$ cat src/rtl/mcs4_clockgen_if.sv
// Control and clock-output bundle for mcs4_clockgen.
// The generator uses the slave view; whoever drives run/step uses master.
interface mcs4_clockgen_if;
  logic       run;
  logic       step;
  logic       clk1;
  logic       clk2;
  logic       sync;
  logic       poc;
  logic [2:0] phase;
  logic       cycle_start;
  logic       halted;

  modport master (
    output run,
    output step,
    input  clk1,
    input  clk2,
    input  sync,
    input  poc,
    input  phase,
    input  cycle_start,
    input  halted
  );

  modport slave (
    input  run,
    input  step,
    output clk1,
    output clk2,
    output sync,
    output poc,
    output phase,
    output cycle_start,
    output halted
  );
endinterface

$ cat src/rtl/mcs4_clockgen.sv
// MCS-4 two-phase clock, sync and power-on-clear generator.
// Define MCS4_SINGLE_STEP_EN to build in halt / single-step control.
module mcs4_clockgen #(
  parameter int CLK_DIV    = 4,
  parameter int POC_CYCLES = 16
) (
  input  logic             sysclk,
  input  logic             reset_n,
  mcs4_clockgen_if.slave   bus
);

  localparam logic [7:0] DIV_LAST   = 8'(CLK_DIV - 1);
  localparam logic [7:0] POC_TARGET = 8'(POC_CYCLES);

  logic [7:0] div_cnt;
  logic [7:0] div_n;
  logic [1:0] slot_cnt;
  logic [1:0] slot_n;
  logic [2:0] phase_cnt;
  logic [2:0] phase_n;
  logic [7:0] poc_cnt;
  logic [7:0] poc_cnt_n;
  logic       live;
  logic       live_n;

  logic       clk1_q;
  logic       clk2_q;
  logic       sync_q;
  logic       poc_q;
  logic       cycle_start_q;
  logic       halted_q;

  logic       cycle_end;
  logic       launch;
  logic       park;
  logic       halted_n;

  // live is low only while nothing is being clocked out: right after reset and in HALT
  assign cycle_end = live && (div_cnt == DIV_LAST) && (slot_cnt == 2'd3) &&
                     (phase_cnt == 3'd7);

`ifdef MCS4_SINGLE_STEP_EN
  typedef enum logic [1:0] {
    RUN  = 2'd0,
    HALT = 2'd1,
    STEP = 2'd2
  } state_t;

  state_t state;
  state_t state_n;
  logic   step_q;
  logic   step_rise;

  assign step_rise = bus.step & ~step_q;

  always_ff @(posedge sysclk or negedge reset_n) begin
    if (!reset_n) begin
      state  <= RUN;
      step_q <= 1'b0;
    end else begin
      state  <= state_n;
      step_q <= bus.step;
    end
  end

  // Halt decisions are only taken at the X3 boundary so a cycle is never cut short
  always_comb begin
    state_n = state;
    launch  = 1'b0;
    park    = 1'b0;
    case (state)
      RUN: begin
        launch = !live;
        if (cycle_end && !bus.run && !poc_q) begin
          state_n = HALT;
          park    = 1'b1;
        end
      end
      HALT: begin
        if (bus.run) begin
          state_n = RUN;
          launch  = 1'b1;
        end else if (step_rise) begin
          state_n = STEP;
          launch  = 1'b1;
        end
      end
      STEP: begin
        if (cycle_end) begin
          if (bus.run) begin
            state_n = RUN;
          end else begin
            state_n = HALT;
            park    = 1'b1;
          end
        end
      end
      default: begin
        state_n = RUN;
      end
    endcase
  end

  assign halted_n = (state_n == HALT);
`else
  logic unused_controls;

  assign unused_controls = bus.run ^ bus.step;
  assign launch          = !live;
  assign park            = 1'b0;
  assign halted_n        = 1'b0;
`endif

  always_comb begin
    div_n     = div_cnt;
    slot_n    = slot_cnt;
    phase_n   = phase_cnt;
    live_n    = live;
    poc_cnt_n = poc_cnt;
    if (cycle_end && (poc_cnt != POC_TARGET)) begin
      poc_cnt_n = poc_cnt + 8'd1;
    end
    if (launch || park) begin
      live_n  = launch;
      div_n   = 8'd0;
      slot_n  = 2'd0;
      phase_n = 3'd0;
    end else if (live) begin
      if (div_cnt != DIV_LAST) begin
        div_n = div_cnt + 8'd1;
      end else begin
        div_n  = 8'd0;
        slot_n = slot_cnt + 2'd1;
        if (slot_cnt == 2'd3) begin
          phase_n = phase_cnt + 3'd1;
        end
      end
    end
  end

  always_ff @(posedge sysclk or negedge reset_n) begin
    if (!reset_n) begin
      div_cnt   <= 8'd0;
      slot_cnt  <= 2'd0;
      phase_cnt <= 3'd0;
      poc_cnt   <= 8'd0;
      live      <= 1'b0;
    end else begin
      div_cnt   <= div_n;
      slot_cnt  <= slot_n;
      phase_cnt <= phase_n;
      poc_cnt   <= poc_cnt_n;
      live      <= live_n;
    end
  end

  // Outputs are decoded from the next position so every pin comes straight off a flop
  always_ff @(posedge sysclk or negedge reset_n) begin
    if (!reset_n) begin
      clk1_q        <= 1'b0;
      clk2_q        <= 1'b0;
      sync_q        <= 1'b0;
      poc_q         <= 1'b1;
      cycle_start_q <= 1'b0;
      halted_q      <= 1'b0;
    end else begin
      clk1_q        <= live_n && (slot_n == 2'd0);
      clk2_q        <= live_n && (slot_n == 2'd2);
      sync_q        <= live_n && (phase_n == 3'd7);
      poc_q         <= (poc_cnt_n != POC_TARGET);
      cycle_start_q <= live_n && (slot_n == 2'd0) && (div_n == 8'd0) &&
                       (phase_n == 3'd0);
      halted_q      <= halted_n;
    end
  end

  assign bus.clk1        = clk1_q;
  assign bus.clk2        = clk2_q;
  assign bus.sync        = sync_q;
  assign bus.poc         = poc_q;
  assign bus.phase       = phase_cnt;
  assign bus.cycle_start = cycle_start_q;
  assign bus.halted      = halted_q;

endmodule
$ cat src/flat_wrapper.sv
// flat-port wrapper written by rule: the top's interface ports become plain ports
module mcs4_clockgen_flat 
#(
  parameter int CLK_DIV    = 4,
  parameter int POC_CYCLES = 16
)
  (sysclk, reset_n, bus_run, bus_step, bus_clk1, bus_clk2, bus_sync, bus_poc, bus_phase, bus_cycle_start, bus_halted);
  mcs4_clockgen_if bus_i ();
  input  logic sysclk;
  input  logic reset_n;
  input wire logic [$bits(bus_i.run)-1:0] bus_run;
  input wire logic [$bits(bus_i.step)-1:0] bus_step;
  output wire logic [$bits(bus_i.clk1)-1:0] bus_clk1;
  output wire logic [$bits(bus_i.clk2)-1:0] bus_clk2;
  output wire logic [$bits(bus_i.sync)-1:0] bus_sync;
  output wire logic [$bits(bus_i.poc)-1:0] bus_poc;
  output wire logic [$bits(bus_i.phase)-1:0] bus_phase;
  output wire logic [$bits(bus_i.cycle_start)-1:0] bus_cycle_start;
  output wire logic [$bits(bus_i.halted)-1:0] bus_halted;
  assign bus_i.run = bus_run;
  assign bus_i.step = bus_step;
  assign bus_clk1 = bus_i.clk1;
  assign bus_clk2 = bus_i.clk2;
  assign bus_sync = bus_i.sync;
  assign bus_poc = bus_i.poc;
  assign bus_phase = bus_i.phase;
  assign bus_cycle_start = bus_i.cycle_start;
  assign bus_halted = bus_i.halted;
  mcs4_clockgen #(.CLK_DIV(CLK_DIV), .POC_CYCLES(POC_CYCLES)) u_core (.sysclk(sysclk), .reset_n(reset_n), .bus(bus_i));
endmodule
$ cat config.mk
export PLATFORM = sky130hd
export DESIGN_NAME = mcs4_clockgen_flat
export DESIGN_NICKNAME = d
export VERILOG_FILES = /design/src/rtl/mcs4_clockgen_if.sv /design/src/rtl/mcs4_clockgen.sv /design/src/flat_wrapper.sv
export SDC_FILE = /design/constraint.sdc
export NUM_CORES = 1
export LEC_CHECK = 0
export CAP_MARGIN = 10
export CORE_MARGIN = 2
export CORE_UTILIZATION = 35
export DETAILED_ROUTE_END_ITERATION = 10
export PLACE_DENSITY = 0.63
export SLEW_MARGIN = 10
export SYNTH_ARGS = -nofsm -noshare
export SYNTH_HDL_FRONTEND = slang
export SYNTH_SLANG_ARGS = --single-unit
$ cat constraint.sdc
create_clock -name sysclk -period 2.4 [get_ports sysclk]
set_input_delay 0.48 -clock sysclk [delete_from_list [all_inputs] [get_ports sysclk]]
set_output_delay 0.48 -clock sysclk [all_outputs]
set_load 0.01 [all_outputs]
==> results of run 1 <==
==> metrics by stage <==
step | hold slack (ns) | util [%] | cell area [um^2] | cells | setup slack, ns
2_1_floorplan | 0.1844 | - | 1443 | 137 | 0.4823
3_3_place_gp | 0.4681 | 39.07 | 1551 | 190 | 0.4724
3_5_place_dp | 0.4703 | 39.07 | 1551 | 190 | 0.4577
4_1_cts | 0.4830 | 40.20 | 1597 | 194 | 0.4230
5_1_grt | 0.5125 | 40.20 | 1597 | 194 | 0.2611
6_report | 0.4800 | 40.20 | 1597 | 194 | 0.4365
==> state kept, by name (all words and copies together), names as in the netlist <==
register,flops
u_core.bus.clk1,1
u_core.bus.clk2,1
u_core.bus.cycle_start,1
u_core.bus.phase,3
u_core.bus.poc,1
u_core.bus.sync,1
u_core.div_cnt,8
u_core.live,1
u_core.poc_cnt,8
u_core.slot_cnt,2
==> placed cells by master (no fill, tap or decap), drive strengths merged, types with 2 or more instances in the layout <==
| cell | instances |
|---|---|
| o21ai | 2 |
| a21oi | 2 |
| mux2i | 2 |
| inv | 6 |
| nand4 | 4 |
| clkbuf | 4 |
| xnor2 | 13 |
| and2 | 4 |
| nand2 | 10 |
| clkdlybuf4s50 | 9 |
| xor2 | 3 |
| nor3 | 3 |
| a21boi | 3 |
| ha | 6 |
| or3 | 2 |
| nor2b | 3 |
| conb | 2 |
| nor2 | 11 |
| and3 | 5 |
| nor4b | 3 |
| nand3 | 7 |
| dfrtp | 26 |
==> worst paths after layout <==
path                                               start                           to
hold reg to reg              u_core.poc_cnt[7]$_DFF_PN0_  u_core.poc_cnt[7]$_DFF_PN0_
hold / removal               u_core.poc_cnt[7]$_DFF_PN0_  u_core.poc_cnt[7]$_DFF_PN0_
setup reg to reg           u_core.bus.phase[0]$_DFF_PN0_     u_core.bus.poc$_DFF_PN1_
max in group asynchronous                        reset_n     u_core.bus.poc$_DFF_PN1_
min in group asynchronous                        reset_n  u_core.poc_cnt[7]$_DFF_PN0_
setup / recovery           u_core.bus.phase[0]$_DFF_PN0_     u_core.bus.poc$_DFF_PN1_
==> final cells by class <==
class | count | share of cell area [%]
multi-input cells | 97 | 43.34
repair buffers | 10 | 6.113
flip-flops and latches | 27 | 42.40
well taps | 50 | 3.918
clock buffers | 4 | 2.821
inverters | 6 | 1.411
==> report_power, final <==
group / switching (uW) / total [uW] / internal [uW]
Clock: 131 / 249 / 119
Combinational: 35.6 / 65.9 / 30.4
Sequential: 13.2 / 480 / 466
==> metal layers <==
layer | GRT usage, % | vias up
li1 | - | 483
met1 | 15.42 | 471
met2 | 21.60 | 9
met3 | 2.303 | 2
met4 | 5.250 | 0
met5 | 0 | -
==> logic make-up after synthesis <==
kind of cell	synth area share (%)
and+or+nand+nor	22.38
xor gates and xnor gates	9.714
AOI/OAI and AO/OA	8.760
DFF	46.92
buffers and inverters	5.116
muxes	1.388
adders and majority gates	5.204
other	0.5206
==> flow_metrics.py, run 1 <==
metrics = {
    "logic_synthesis": {
        "yosysMostFrequentCell": "dfrtp_1",
        "synth_warnings": 0,
        "synth_edf_count": 0,
        "synth_fp_nets": 147,
        "synth_cell_types": 43,
        "dominantRegCellSynth": "dfrtp_1",
        "netlist_top_cells_area": "dfrtp_1, xnor2_1, ha_1",
        "ys_seq_elements": 27,
        "syn_area_um2": 1443,
        "yosysTopAreaCell": "dfrtp_1",
        "ys_top_cells_by_count": "dfrtp_1, xnor2_1, nor2_1, nand2_1, nand3_1",
        "avgSynthCellArea_um2": 10.53,
        "netlist.area_leader.share_pct": 45.10,
        "synth-async-reset-ratio_pct": 100.0,
        "syn-instance-count": 137,
        "ys_seq_area_share_pct": 46.92,
    },
    "sta": {
        "period_minus_slack_ns": 1.964,
        "fin_setup_tns_ns": 0,
        "rsz0062_at_grt": "false",
        "setup_viol": 0,
        "fin_crit_sh_pct": 81.81,
        "hold_viol": 0,
        "finalClockSkew_ns": 0.003137,
        "slew_viol_final": 0,
        "max_freq_ghz": 0.5093,
    },
    "detailed_routing": {
        "drt_wl_total_um": 2441,
        "drt-initial-drc-count": 32,
        "via_per_inst": 4.974,
        "highest_layer": "met4",
        "route.detailed.drc": 0,
        "dr.pass1.iters": 4,
        "ant_nets": 0,
        "vias": 965,
        "drt-met1-wl_um": 1131,
        "dr_wl_met2_um": 1235,
        "route.met3.wl_um": 48,
        "wl_per_cell_um": 12.58,
    },
    "layout": {
        "final_nets": 155,
        "drive_gt1_share_pct": 10.42,
        "antenna_cells": 0,
        "area_delta_synth_final_pct": 10.67,
        "seq_area_um2": 676.9,
        "multi_input_area_um2": 691.9,
        "fillCellCount": 389,
    },
    "cts": {
        "clock_path_buffers": 2,
        "numCtsBuffers": 3,
        "cts_setup_buffers": 0,
        "cts_root_buf": "clkbuf_8",
        "clk_pin_slew_ns": 0.09,
        "hold_buffers": 0,
        "cts_resized": 0,
        "tritoncts": "yes",
        "cts.sinks": 27,
        "worstSkewPairLatency_ns": 0.26,
        "cts_htree_levels": 1,
    },
    "worst_setup_path": {
        "cp.required_ns": 2.58,
        "worstPathMaxFanout": 7,
        "critical-path-slowest-cell": "dfrtp_1",
        "path_buf_inv": 0,
        "worstSetupEndpointType": "flip-flop",
        "cp_cell_sequence": "ha_1 -> ha_1 -> and3_1 -> and3_1 -> a211o_2 -> a21boi_0 -> o2111ai_1",
        "rr_worst_depth": 7,
        "cpLargestDelayFamily": "compound AO/OA/AOI/OAI gates",
        "r2r_setup_slack_ns": 0.44,
        "cp-start-kind": "flip-flop",
        "cp_num_cells": 7,
        "slowest_delay_ns": 0.43,
        "worstPathArrival_ns": 2.14,
        "crit_type": "reg -> reg",
    },
    "global_routing": {
        "antenna_found_initial": 0,
        "grt_use_total_pct": 12.57,
        "grt_pass1_wl_um": 4402,
        "grt_max_degree": 28,
        "grt_pass1_vias": 1026,
        "grt_overflow_total": 0,
    },
    "status": {
        "status": "complete, no violations",
    },
    "floorplanning": {
        "die_x_um": 68.20,
        "rows": 23,
        "dieHeight_um": 68.20,
        "ios": 13,
        "initial_core_util_pct": 36.33,
        "core_um2": 3971,
        "die-area_um2": 4651,
    },
    "hold_path": {
        "hold_depth": 1,
        "hp-class": "reg -> reg",
    },
    "power": {
        "total_power_uw": 794.9,
        "irDropWorstVdd_v": 0.0002177,
        "power_density_nw_per_um2": 497.9,
        "p_leak_uw": 0.0007188,
    },
    "place": {
        "place.gp.congestion": 0.8386,
        "hpwl_um": 1808,
        "portBuffers": 9,
    },
    "job": {
        "cap_violations": 0,
    },
}
Note: power is estimated with default switching activity, not from simulation.
==> run 2: changes to the inputs <==
- PLACE_DENSITY: 0.63 -> 0.65
- clock period: 2.4 -> 1.6 ns (I/O delays scaled with it)
==> flow_metrics.py, run 2 (synthesized netlist as in run 1, its figures left out) <==
metrics = {
    "worst_setup_path": {
        "cp-start-kind": "flip-flop",
        "crit_type": "reg -> reg",
        "rr_startpoint": "u_core.div_cnt[1]$_DFF_PN0_",
        "worstPathArrival_ns": 1.91,
        "cpMostUsedCell": "and3_4",
        "worst_r2r_endpoint": "u_core.poc_cnt[6]$_DFF_PN0_",
        "r2r_setup_slack_ns": -0.15,
        "worstPathMaxFanout": 7,
        "cp_cell_sequence": "ha_4 -> nor4b_4 -> and3_4 -> and3_4 -> nand4_1 -> xnor2_1",
        "critical-path-slowest-cell": "dfrtp_1",
        "slowest_delay_ns": 0.40,
        "cp.required_ns": 1.76,
        "rr_worst_depth": 6,
        "worstSetupEndpointType": "flip-flop",
    },
    "sta": {
        "fin_crit_sh_pct": 109.3,
        "hold_viol": 0,
        "period_minus_slack_ns": 1.749,
        "fin_ws_ns": -0.1495,
        "max_freq_ghz": 0.5716,
        "rsz0062_at_grt": "true",
        "fin_setup_tns_ns": -0.6371,
        "hold_ws_ns": 0.4252,
        "finalClockSkew_ns": 0.004421,
        "slew_viol_final": 0,
        "setup_viol": 12,
    },
    "floorplanning": {
        "rows": 23,
        "dieHeight_um": 68.20,
        "core_um2": 3971,
        "ios": 13,
        "die-area_um2": 4651,
        "die_x_um": 68.20,
        "initial_core_util_pct": 36.33,
    },
    "layout": {
        "final_nets": 184,
        "drive_gt1_share_pct": 40.46,
        "antenna_cells": 0,
        "area_delta_synth_final_pct": 38.07,
        "seq_area_um2": 678.2,
        "multi_input_area_um2": 865.8,
        "fillCellCount": 331,
        "layout_common_cells": "buf_4, dfrtp_1, xnor2_1, nor2_1, nand2_1",
        "layout_commonest_cell": "buf_4",
    },
    "cts": {
        "numCtsBuffers": 3,
        "worstSkewPairLatency_ns": 0.27,
        "clk_pin_slew_ns": 0.09,
        "tritoncts": "yes",
        "clock_path_buffers": 2,
        "cts_root_buf": "clkbuf_8",
        "cts_htree_levels": 1,
        "cts.sinks": 27,
    },
    "detailed_routing": {
        "route.detailed.drc": 0,
        "vias": 1136,
        "dr.pass1.iters": 4,
        "ant_nets": 0,
        "via_per_inst": 5.094,
        "drt_wl_total_um": 3179,
        "wl_per_cell_um": 14.26,
        "drt-initial-drc-count": 56,
    },
    "global_routing": {
        "grt_max_degree": 28,
        "grt_pass1_vias": 1189,
        "grt_use_total_pct": 14.67,
        "antenna_found_initial": 0,
        "grt_pass1_wl_um": 5078,
        "grt_overflow_total": 0,
    },
    "place": {
        "portBuffers": 9,
        "place.gp.congestion": 0.8130,
        "hpwl_um": 2218,
    },
    "status": {
        "status": "finished, violations left",
        "violations": "negative setup slack",
    },
    "power": {
        "power_density_nw_per_um2": 636.5,
        "irDropWorstVdd_v": 0.0004391,
        "p_leak_uw": 0.0009172,
    },
    "hold_path": {
        "hp-class": "in -> async",
    },
    "job": {
        "cap_violations": 0,
    },
}
[run 2: worst max path at each step]
| stage | to | startpoint |
|---|---|---|
| finish | u_core.poc_cnt[6]$_DFF_PN0_ | u_core.div_cnt[1]$_DFF_PN0_ |
| global route | u_core.poc_cnt[6]$_DFF_PN0_ | u_core.div_cnt[1]$_DFF_PN0_ |
| CTS | u_core.bus.poc$_DFF_PN1_ | u_core.bus.phase[1]$_DFF_PN0_ |
| detailed placement | u_core.bus.poc$_DFF_PN1_ | u_core.poc_cnt[0]$_DFF_PN0_ |
| global placement | u_core.bus.poc$_DFF_PN1_ | u_core.bus.phase[0]$_DFF_PN0_ |
| floorplan | u_core.bus.poc$_DFF_PN1_ | u_core.bus.phase[1]$_DFF_PN0_ |
[run 2: layout make-up]
cell class,count,share of cell area (%)
Sequential cell,27,34.05
Tap cell,50,3.141
Inverter,6,1.131
Clock buffer,4,2.261
Timing Repair Buffer,39,15.95
Multi-Input combinational cell,97,43.47
[run 2: report_power, final]
group          switching, uW  internal [uW]
Combinational           90.9           86.1
Clock                    200            178
Sequential              13.2            699
[run 2: per-layer routing]
layer | part of all wire, % | vias up | track usage (%)
li1 | - | 541 | -
met1 | 42 | 560 | 16.56
met2 | 53 | 27 | 26.33
met3 | 3.1 | 8 | 4.276
met4 | 2.0 | 0 | 4.750
met5 | 0 | - | 0
[run 2: stage by stage]
step                instances  area, um^2  worst slack (ns)  total power [uW]  util, %
floorplan                 137        1465           -0.1661             797.2        -
global placement          213        1747           -0.1373             859.9    43.98
detailed placement        213        1747           -0.2097             868.6    43.98
CTS                       220        1849           -0.1208              1260    46.57
global route              223        1992           -0.2186              1337    50.16
finish                    223        1992           -0.1495              1268    50.16
[run 2: critical path: cells and delay by family, from the launching register on]
| kind | cells | cell delay (ns) |
|---|---|---|
| AND/OR/NAND/NOR | 4 | 0.94 |
| adder cells (fa/ha/maj) | 1 | 0.15 |
| flip-flops | 1 | 0.40 |
| XOR/XNOR | 1 | 0.16 |
[run 2: repair_timing]
item | in CTS | in global routing
pin swaps | 5 | 6
hold buffers | 0 | 0
buffers inserted | 3 | 3
resized for setup | 13 | 24
setup endpoints to repair | 14 | 13
hold endpoints to repair | 0 | 0
